### src/rtl/iiitb_cg_ctrl.sv
// Clock-gate enable controller: drops cg_en after a run of idle cycles and restores it,
// with a settle period, when traffic or force_on reappears.
module iiitb_cg_ctrl #(
    parameter int IDLE_CYCLES = 8,
    parameter int WAKE_CYCLES = 2,
    parameter int CNT_W       = 4
) (
    input  logic       clk,
    input  logic       rst_n,
    input  logic       in_valid,
    output logic       in_ready,
    input  logic [1:0] d_in,
    input  logic       force_on,
    output logic       cg_en,
    output logic [1:0] d_out,
    output logic       d_out_valid,
    output logic       sleeping,
    output logic [7:0] wake_count
);

    localparam logic [CNT_W-1:0] IDLE_LAST = CNT_W'(IDLE_CYCLES - 1);
    localparam logic [CNT_W-1:0] WAKE_LAST = CNT_W'(WAKE_CYCLES - 1);

    typedef enum logic [1:0] {
        ACTIVE = 2'd0,
        SLEEP  = 2'd1,
        WAKE   = 2'd2
    } state_t;

    state_t           state;
    state_t           state_nxt;
    logic [CNT_W-1:0] idle_cnt;
    logic [CNT_W-1:0] wake_cnt;
    logic             accept;

    // cg_en and sleeping are registered from the next state so the gating latch sees a clean level
    always_ff @(posedge clk or negedge rst_n) begin
        if (!rst_n) begin
            state       <= ACTIVE;
            idle_cnt    <= '0;
            wake_cnt    <= '0;
            cg_en       <= 1'b1;
            d_out       <= 2'b00;
            d_out_valid <= 1'b0;
            sleeping    <= 1'b0;
            wake_count  <= 8'h00;
        end else begin
            state       <= state_nxt;
            cg_en       <= (state_nxt != SLEEP);
            sleeping    <= (state_nxt == SLEEP);
            d_out_valid <= accept;
            if (accept) begin
                d_out <= d_in;
            end
            case (state)
                ACTIVE: begin
                    // cleared on SLEEP entry too, so the counter never reaches IDLE_CYCLES
                    if (accept || force_on || state_nxt == SLEEP) begin
                        idle_cnt <= '0;
                    end else begin
                        idle_cnt <= idle_cnt + 1'b1;
                    end
                end
                SLEEP: begin
                    if (state_nxt == WAKE) begin
                        wake_cnt <= '0;
                        if (wake_count != 8'hFF) begin
                            wake_count <= wake_count + 8'd1;
                        end
                    end
                end
                WAKE: begin
                    wake_cnt <= wake_cnt + 1'b1;
                    if (state_nxt == ACTIVE) begin
                        idle_cnt <= '0;
                    end
                end
                default: begin
                    idle_cnt <= '0;
                end
            endcase
        end
    end

    always_comb begin
        state_nxt = state;
        case (state)
            ACTIVE: begin
                // an accept on the terminal idle cycle keeps the clock running
                if (!accept && !force_on && idle_cnt == IDLE_LAST) begin
                    state_nxt = SLEEP;
                end
            end
            SLEEP: begin
                if (in_valid || force_on) begin
                    state_nxt = WAKE;
                end
            end
            WAKE: begin
                if (wake_cnt == WAKE_LAST) begin
                    state_nxt = ACTIVE;
                end
            end
            default: begin
                state_nxt = ACTIVE;
            end
        endcase
    end

    always_comb begin
        in_ready = (state == ACTIVE);
        accept   = in_valid && in_ready;
    end

endmodule
### config.mk
export PLATFORM = sky130hd
export DESIGN_NAME = iiitb_cg_ctrl
export DESIGN_NICKNAME = d
export VERILOG_FILES = /design/src/rtl/iiitb_cg_ctrl.sv
export SDC_FILE = /design/constraint.sdc
export NUM_CORES = 1
export LEC_CHECK = 0
export ABC_AREA = 1
export CAP_MARGIN = 10
export CORE_ASPECT_RATIO = 0.6
export CORE_MARGIN = 2
export CORE_UTILIZATION = 55
export CTS_CLUSTER_SIZE = 10
export DETAILED_ROUTE_END_ITERATION = 8
export PLACE_DENSITY = 0.82
export SLEW_MARGIN = 20
export SYNTH_ARGS = -nofsm -noshare
export SYNTH_HDL_FRONTEND = slang
export SYNTH_SLANG_ARGS = --single-unit
### constraint.sdc
create_clock -name clk -period 2.63 [get_ports clk]
set_input_delay 0.3945 -clock clk [delete_from_list [all_inputs] [get_ports clk]]
set_output_delay 0.3945 -clock clk [all_outputs]
set_load 0.01 [all_outputs]
==> flow_summary_export.csv, run 1 <==
group,metric,value,unit
clocking,ctsRootBufferMaster,"clkbuf_4",
floorplan,die_h,40.0,µm
floorplan,row_count,12,
layout,fillCellCount,140,
clocking,clock_latency,0.33,ns
placed_design,place_area,1420,µm²
timing,final.period_utilization,76.2,%
synth,synth_top_area_cell,"dfrtp_1",
setup_path,r2r_start,"wake_count[0]$_DFFE_PN0P_",
floorplan,num_io_pins,20,
global_routing,grt_pass1_vias,917,
routing,viasPerCell,5.09,
setup_path,cp_data_required_time,2.24,ns
layout,areaGrowthSynthToFinish,21.8,%
global_routing,grt_use_total,22.4,%
clocking,ctsResizeCount,0,
timing,clock_skew,0.0206,ns
global_routing,antenna_found_initial,0,
power,p_per_area,389,nW/µm²
setup_path,reg2reg_to,"wake_count[1]$_DFFE_PN0P_",
setup_path,crit_family,"buffers and inverters",
setup_path,reg2reg_depth,8,
clocking,clock_path_buffers,2,
layout,n_antenna_cell,0,
clocking,numCtsBuffers,3,
routing,wl_per_cell,12.4,µm
routing,ant_nets,0,
power,combPwrFrac,6.5,%
synth,synthCells,144,
synth,synth_cell_types,26,
layout,final_cell_mix,"nand2_1 (54), dfrtp_1 (22), clkdlybuf4s50_1 (19)",
flow_run,maxCapViolCount,0,
floorplan,die-area,2570,µm²
timing,slew_headroom,72.9,%
clocking,cts_tree,"yes",
routing,routed_wl,2430,µm
timing,maxSlewViolCount,0,
worst_hold_path,hp-class,"in2async",
power,pwr-share-seq,64.2,%
layout,seq_area,577,µm²
timing,rsz0062_at_grt,"false",
timing,setup_viol,0,
clocking,postCtsSetupRepairBufs,0,
layout,finalInstanceArea,1450,µm²
floorplan,start_util,61.5,%
routing,vias,997,
clocking,postCtsHoldBufs,0,
timing,hold_viol_final,0,
setup_path,cp-end-kind,"output pin",
layout,final_common_cell,"nand2_1",
timing,fmax,499,MHz
floorplan,die_w,64.1,µm
synth,syn_area,1190,µm²
synth,yosys-top-cells-area,"dfrtp_1 (46%), nand2_1 (17%), ha_1 (4.2%)",
setup_path,start_kind,"flop",
power,power_frac_clock,29.3,%
power,totalPowerFinal,0.565,mW
power,leakagePower,0.736,nW
timing,fin_crit,2.00,ns
global_routing,grt_pass1_wl,4110,µm
clocking,cts_max_level,1,
power,netSwitchingFraction,23.2,%
setup_path,max_stage_delay,0.58,ns
floorplan,coreArea,1940,µm²
run_status,status,"finished clean",
setup_path,crit_chain,"nor2_4 -> clkdlybuf4s50_1",
global_routing,grt_max_degree,24,
layout,multiInputGateArea,547,µm²
synth,syn_avg_cell_area,8.27,µm²
layout,drive_above_1_share,14.3,%
synth,ys_ff_latch,23,
setup_path,criticalPathCategory,"reg2out",
synth,yosysSeqAreaShare,48.4,%
power,ir_worst_vdd,367,µV
global_routing,overflow,0,
routing,drc,0,
timing,tightest_slew,0.405,ns
power,internal_power,0.434,mW
placed_design,hpwl,1870,µm
placed_design,io_buffer_count,19,
routing,drtIter0Drc,76,
setup_path,cp_data_arrival_time,1.61,ns
setup_path,cp_num_buf_inv,1,
setup_path,cp_max_fo,8,
power,power_switching,0.131,mW
timing,tns,0,ns
placed_design,globalplace.congestion,0.859,
synth,yosys_warnings,0,
setup_path,ff2ff_setup_slack,1.18,ns
layout,finalNetCount,179,
synth,syn-num-nets,154,
setup_path,cp_slowest_cell,"clkdlybuf4s50_1",
routing,drtPass1Iterations,4,
clocking,clkTransAtPathRegs,0.14,ns
clocking,cts.sinks,23,
synth,yosysTopAreaCellShare,46.2,%
metrics by stage:
| step | setup slack, ns | util, % | hold slack [ns] | instances |
|---|---|---|---|---|
| final | 0.627 | 74.9 | 0.406 | 196 |
| after global routing | 0.579 | 74.9 | 0.420 | 196 |
| after CTS | 0.639 | 74.9 | 0.417 | 196 |
| after detailed placement | 0.923 | 73.5 | 0.463 | 192 |
| after global placement | 0.961 | 73.5 | 0.452 | 192 |
| after floorplan | 1.31 | - | 0.0989 | 144 |
flip-flops by register name (all words and copies together), names as in the netlist:
name         cells
idle_cnt         4
wake_count       8
d_out_valid      1
wake_cnt         4
state            2
sleeping         1
cg_en            1
d_out            2
routing by layer:
metal	GRT usage (%)	up-vias	part of all wire, %
li1	-	498	-
met1	28.7	464	49
met2	39.6	31	44
met3	6.18	4	6.2
met4	4.89	0	0.70
met5	0	-	0
cells in the mapped netlist:
cell	n
o21ai_0	3
nand2_1	54
nand3_2	2
o21ai_2	2
clkinv_2	1
nand3_1	7
a21oi_1	3
nor2_1	8
o22ai_1	1
nor2_2	4
ha_1	4
xor2_1	4
dfrtp_1	22
a21oi_2	1
nor2_4	2
dfstp_2	1
inv_2	3
nand2_4	1
xnor2_1	1
nand2_2	1
nand3b_1	1
nand4_1	3
inv_1	12
or2_0	1
inv_4	1
o21ai_1	1
worst max path at each step:
stage                                    from                         to  slack (ns)  depth (start not counted)
floorplan           wake_count[0]$_DFFE_PN0P_  wake_count[3]$_DFFE_PN0P_        1.31                          8
detailed placement                   in_valid  wake_count[1]$_DFFE_PN0P_        0.92                          7
global placement                     in_valid  wake_count[4]$_DFFE_PN0P_        0.96                          7
finish                     state[1]$_DFF_PN0_                   in_ready        0.63                          2
CTS                        state[1]$_DFF_PN0_                   in_ready        0.64                          2
global route               state[1]$_DFF_PN0_                   in_ready        0.58                          2
cell type report:
cell class	count	area share [%]
Sequential cell	23	39.7
Clock buffer	3	1.55
Timing Repair Buffer	20	13.6
Clock inverter	1	0.345
Multi-Input combinational cell	104	37.7
Tap cell	28	2.41
Inverter	17	4.66
cells by family (layout without fill, tap and decap cells):
| group | Yosys count | after routing | synth area share (%) |
|---|---|---|---|
| fa+ha+maj | 4 | 4 | 4.20 |
| flops | 23 | 23 | 48.4 |
| compound gates | 11 | 11 | 5.67 |
| simple gates | 84 | 84 | 32.4 |
| xor+xnor | 5 | 5 | 3.68 |
| buf+inv | 17 | 41 | 5.67 |
power by group through the flow:
stage	combinational [mW]	sequential, mW	clock [mW]
floorplan	0.00935	0.371	0
global placement	0.0366	0.369	0
detailed placement	0.0373	0.369	0
CTS	0.0375	0.363	0.168
global route	0.0416	0.363	0.184
finish	0.0367	0.363	0.166
(Power assumes the default switching activity.)
==> run 2, diff against run 1 <==
Settings changed: CORE_UTILIZATION 55 to 51, PLACE_DENSITY 0.82 to 0.77.
Clock period 2.63 ns to 2 ns, I/O delays scaled along.
==> run 2 against run 1 <==
  * Routed wire length is 3.0% lower
  * Sequential power grew 31%
  * Register-to-register slack got worse by 0.61 ns
  * Clock skew is 0.018 ns lower
  * Power grew 43%
  * Cell count rose by 1.0%
  * Highest routed layer unchanged
  * Largest cell class unchanged
  * Critical path depth unchanged
==> flow_summary_export.csv, run 2 (same netlist as run 1, synthesis figures left out) <==
group,metric,value,unit
run_status,status,"finished clean",
power,p_per_area,549,nW/µm²
routing,ant_nets,0,
timing,slew_headroom,76.5,%
global_routing,grt_pass1_wl,4020,µm
timing,tns,0,ns
timing,tightest_slew,0.350,ns
floorplan,die-area,2750,µm²
clocking,numCtsBuffers,3,
timing,clock_skew,0.00293,ns
timing,fmax,547,MHz
clocking,cts_tree,"yes",
layout,final_cell_mix,"nand2_1 (54), dfrtp_1 (22), clkdlybuf4s50_1 (19)",
layout,regMostFlops,"wake_count",
worst_hold_path,hp-class,"in2async",
setup_path,cp_data_required_time,1.70,ns
clocking,postCtsSetupRepairBufs,0,
placed_design,hpwl,1840,µm
timing,final.period_utilization,91.4,%
timing,rsz0062_at_grt,"false",
power,leakagePower,0.741,nW
setup_path,cp_data_arrival_time,1.53,ns
global_routing,grt_pass1_vias,900,
routing,drtIter0Drc,88,
routing,drc,0,
layout,finish.utilization,67.5,%
floorplan,start_util,54.6,%
setup_path,reg2reg_depth,8,
layout,reg.largest.list,"wake_count (8), idle_cnt (4), wake_cnt (4)",
routing,wl_per_cell,11.9,µm
global_routing,overflow,0,
timing,whs,0.379,ns
setup_path,cp_max_fo,8,
timing,hold_viol_final,0,
power,totalPowerFinal,0.808,mW
clocking,ctsRootBufferMaster,"clkbuf_8",
timing,setup_viol,0,
placed_design,io_buffer_count,19,
clocking,clock_latency,0.26,ns
floorplan,coreArea,2180,µm²
floorplan,die_h,41.4,µm
placed_design,post-place-ws,0.343,ns
routing,viasPerCell,4.99,
global_routing,grt_max_degree,24,
clocking,clock_path_buffers,2,
timing,maxSlewViolCount,0,
layout,areaGrowthSynthToFinish,23.5,%
flow_run,maxCapViolCount,0,
clocking,ctsResizeCount,0,
layout,finalNetCount,179,
power,ir_worst_vdd,495,µV
floorplan,num_io_pins,20,
floorplan,die_w,66.4,µm
timing,fin_crit,1.83,ns
setup_path,cp-end-kind,"output pin",
setup_path,criticalPathCategory,"reg2out",
setup_path,start_kind,"flop",
routing,routed_wl,2360,µm
layout,n_antenna_cell,0,
routing,vias,989,
clocking,cts_max_level,1,
clocking,postCtsHoldBufs,0,
placed_design,globalplace.congestion,0.849,
layout,final_common_cell,"nand2_1",
clocking,cts.sinks,23,
layout,drive_above_1_share,13.7,%
clocking,clkTransAtPathRegs,0.08,ns
global_routing,grt_use_total,20.0,%
global_routing,antenna_found_initial,0,
routing,drtPass1Iterations,4,
timing,worst_slack,0.172,ns
layout,largest_reg_flops,8,
floorplan,row_count,13,
## run 2: cell types whose count changed in the layout (fill, tap and decap cells not counted)
cell / delta
clkbuf_8: +3
clkbuf_4: -3
clkinv_2: -1
clkbuf_1: +1
## run 2: metrics by stage
stage          cells  instance area [µm²]
6_report         198                 1470
3_3_place_gp     194                 1430
2_1_floorplan    144                 1190
4_1_cts          198                 1470
3_5_place_dp     194                 1430
5_1_grt          198                 1470
## run 2: routing by layer
layer | GRT usage [%] | routed length [µm]
met5 | 0 | 0
met1 | 27.3 | 1100
met3 | 7.86 | 140
met4 | 4.49 | 18
met2 | 30.2 | 1100
## run 2: final cells by class
type	count	area [µm²]
clock buffer	4	45.0
fill	179	708
inverter	17	67.6
multi-input combinational	104	547
sequential	23	577
tap	30	37.5
timing repair buffer	20	198
## run 2: critical path: stages (launching register included)
cell and delay (ns):
dfrtp_1 0.47, nor2_4 0.22, clkdlybuf4s50_1 0.57
## run 2: worst paths after layout
kind / start / end / slack [ns]
worst max-delay path: state[1]$_DFF_PN0_ / in_ready / 0.17
worst min-delay path: rst_n / sleeping$_DFF_PN0_ / 0.38
worst max register to register: wake_count[1]$_DFFE_PN0P_ / wake_count[5]$_DFFE_PN0P_ / 0.57
worst min register to register: d_out[1]$_DFFE_PN0P_ / d_out[1]$_DFFE_PN0P_ / 0.47
max in group asynchronous: rst_n / cg_en$_DFF_PN1_ / 1.34
min in group clk: d_out[1]$_DFFE_PN0P_ / d_out[1]$_DFFE_PN0P_ / 0.47
## run 2: power by group
group	leakage [nW]	switching, mW	total (mW)	internal [mW]
combinational	0.413	0.0250	0.0485	0.0236
sequential	0.306	0.00502	0.477	0.472
clock	0.0228	0.141	0.283	0.142
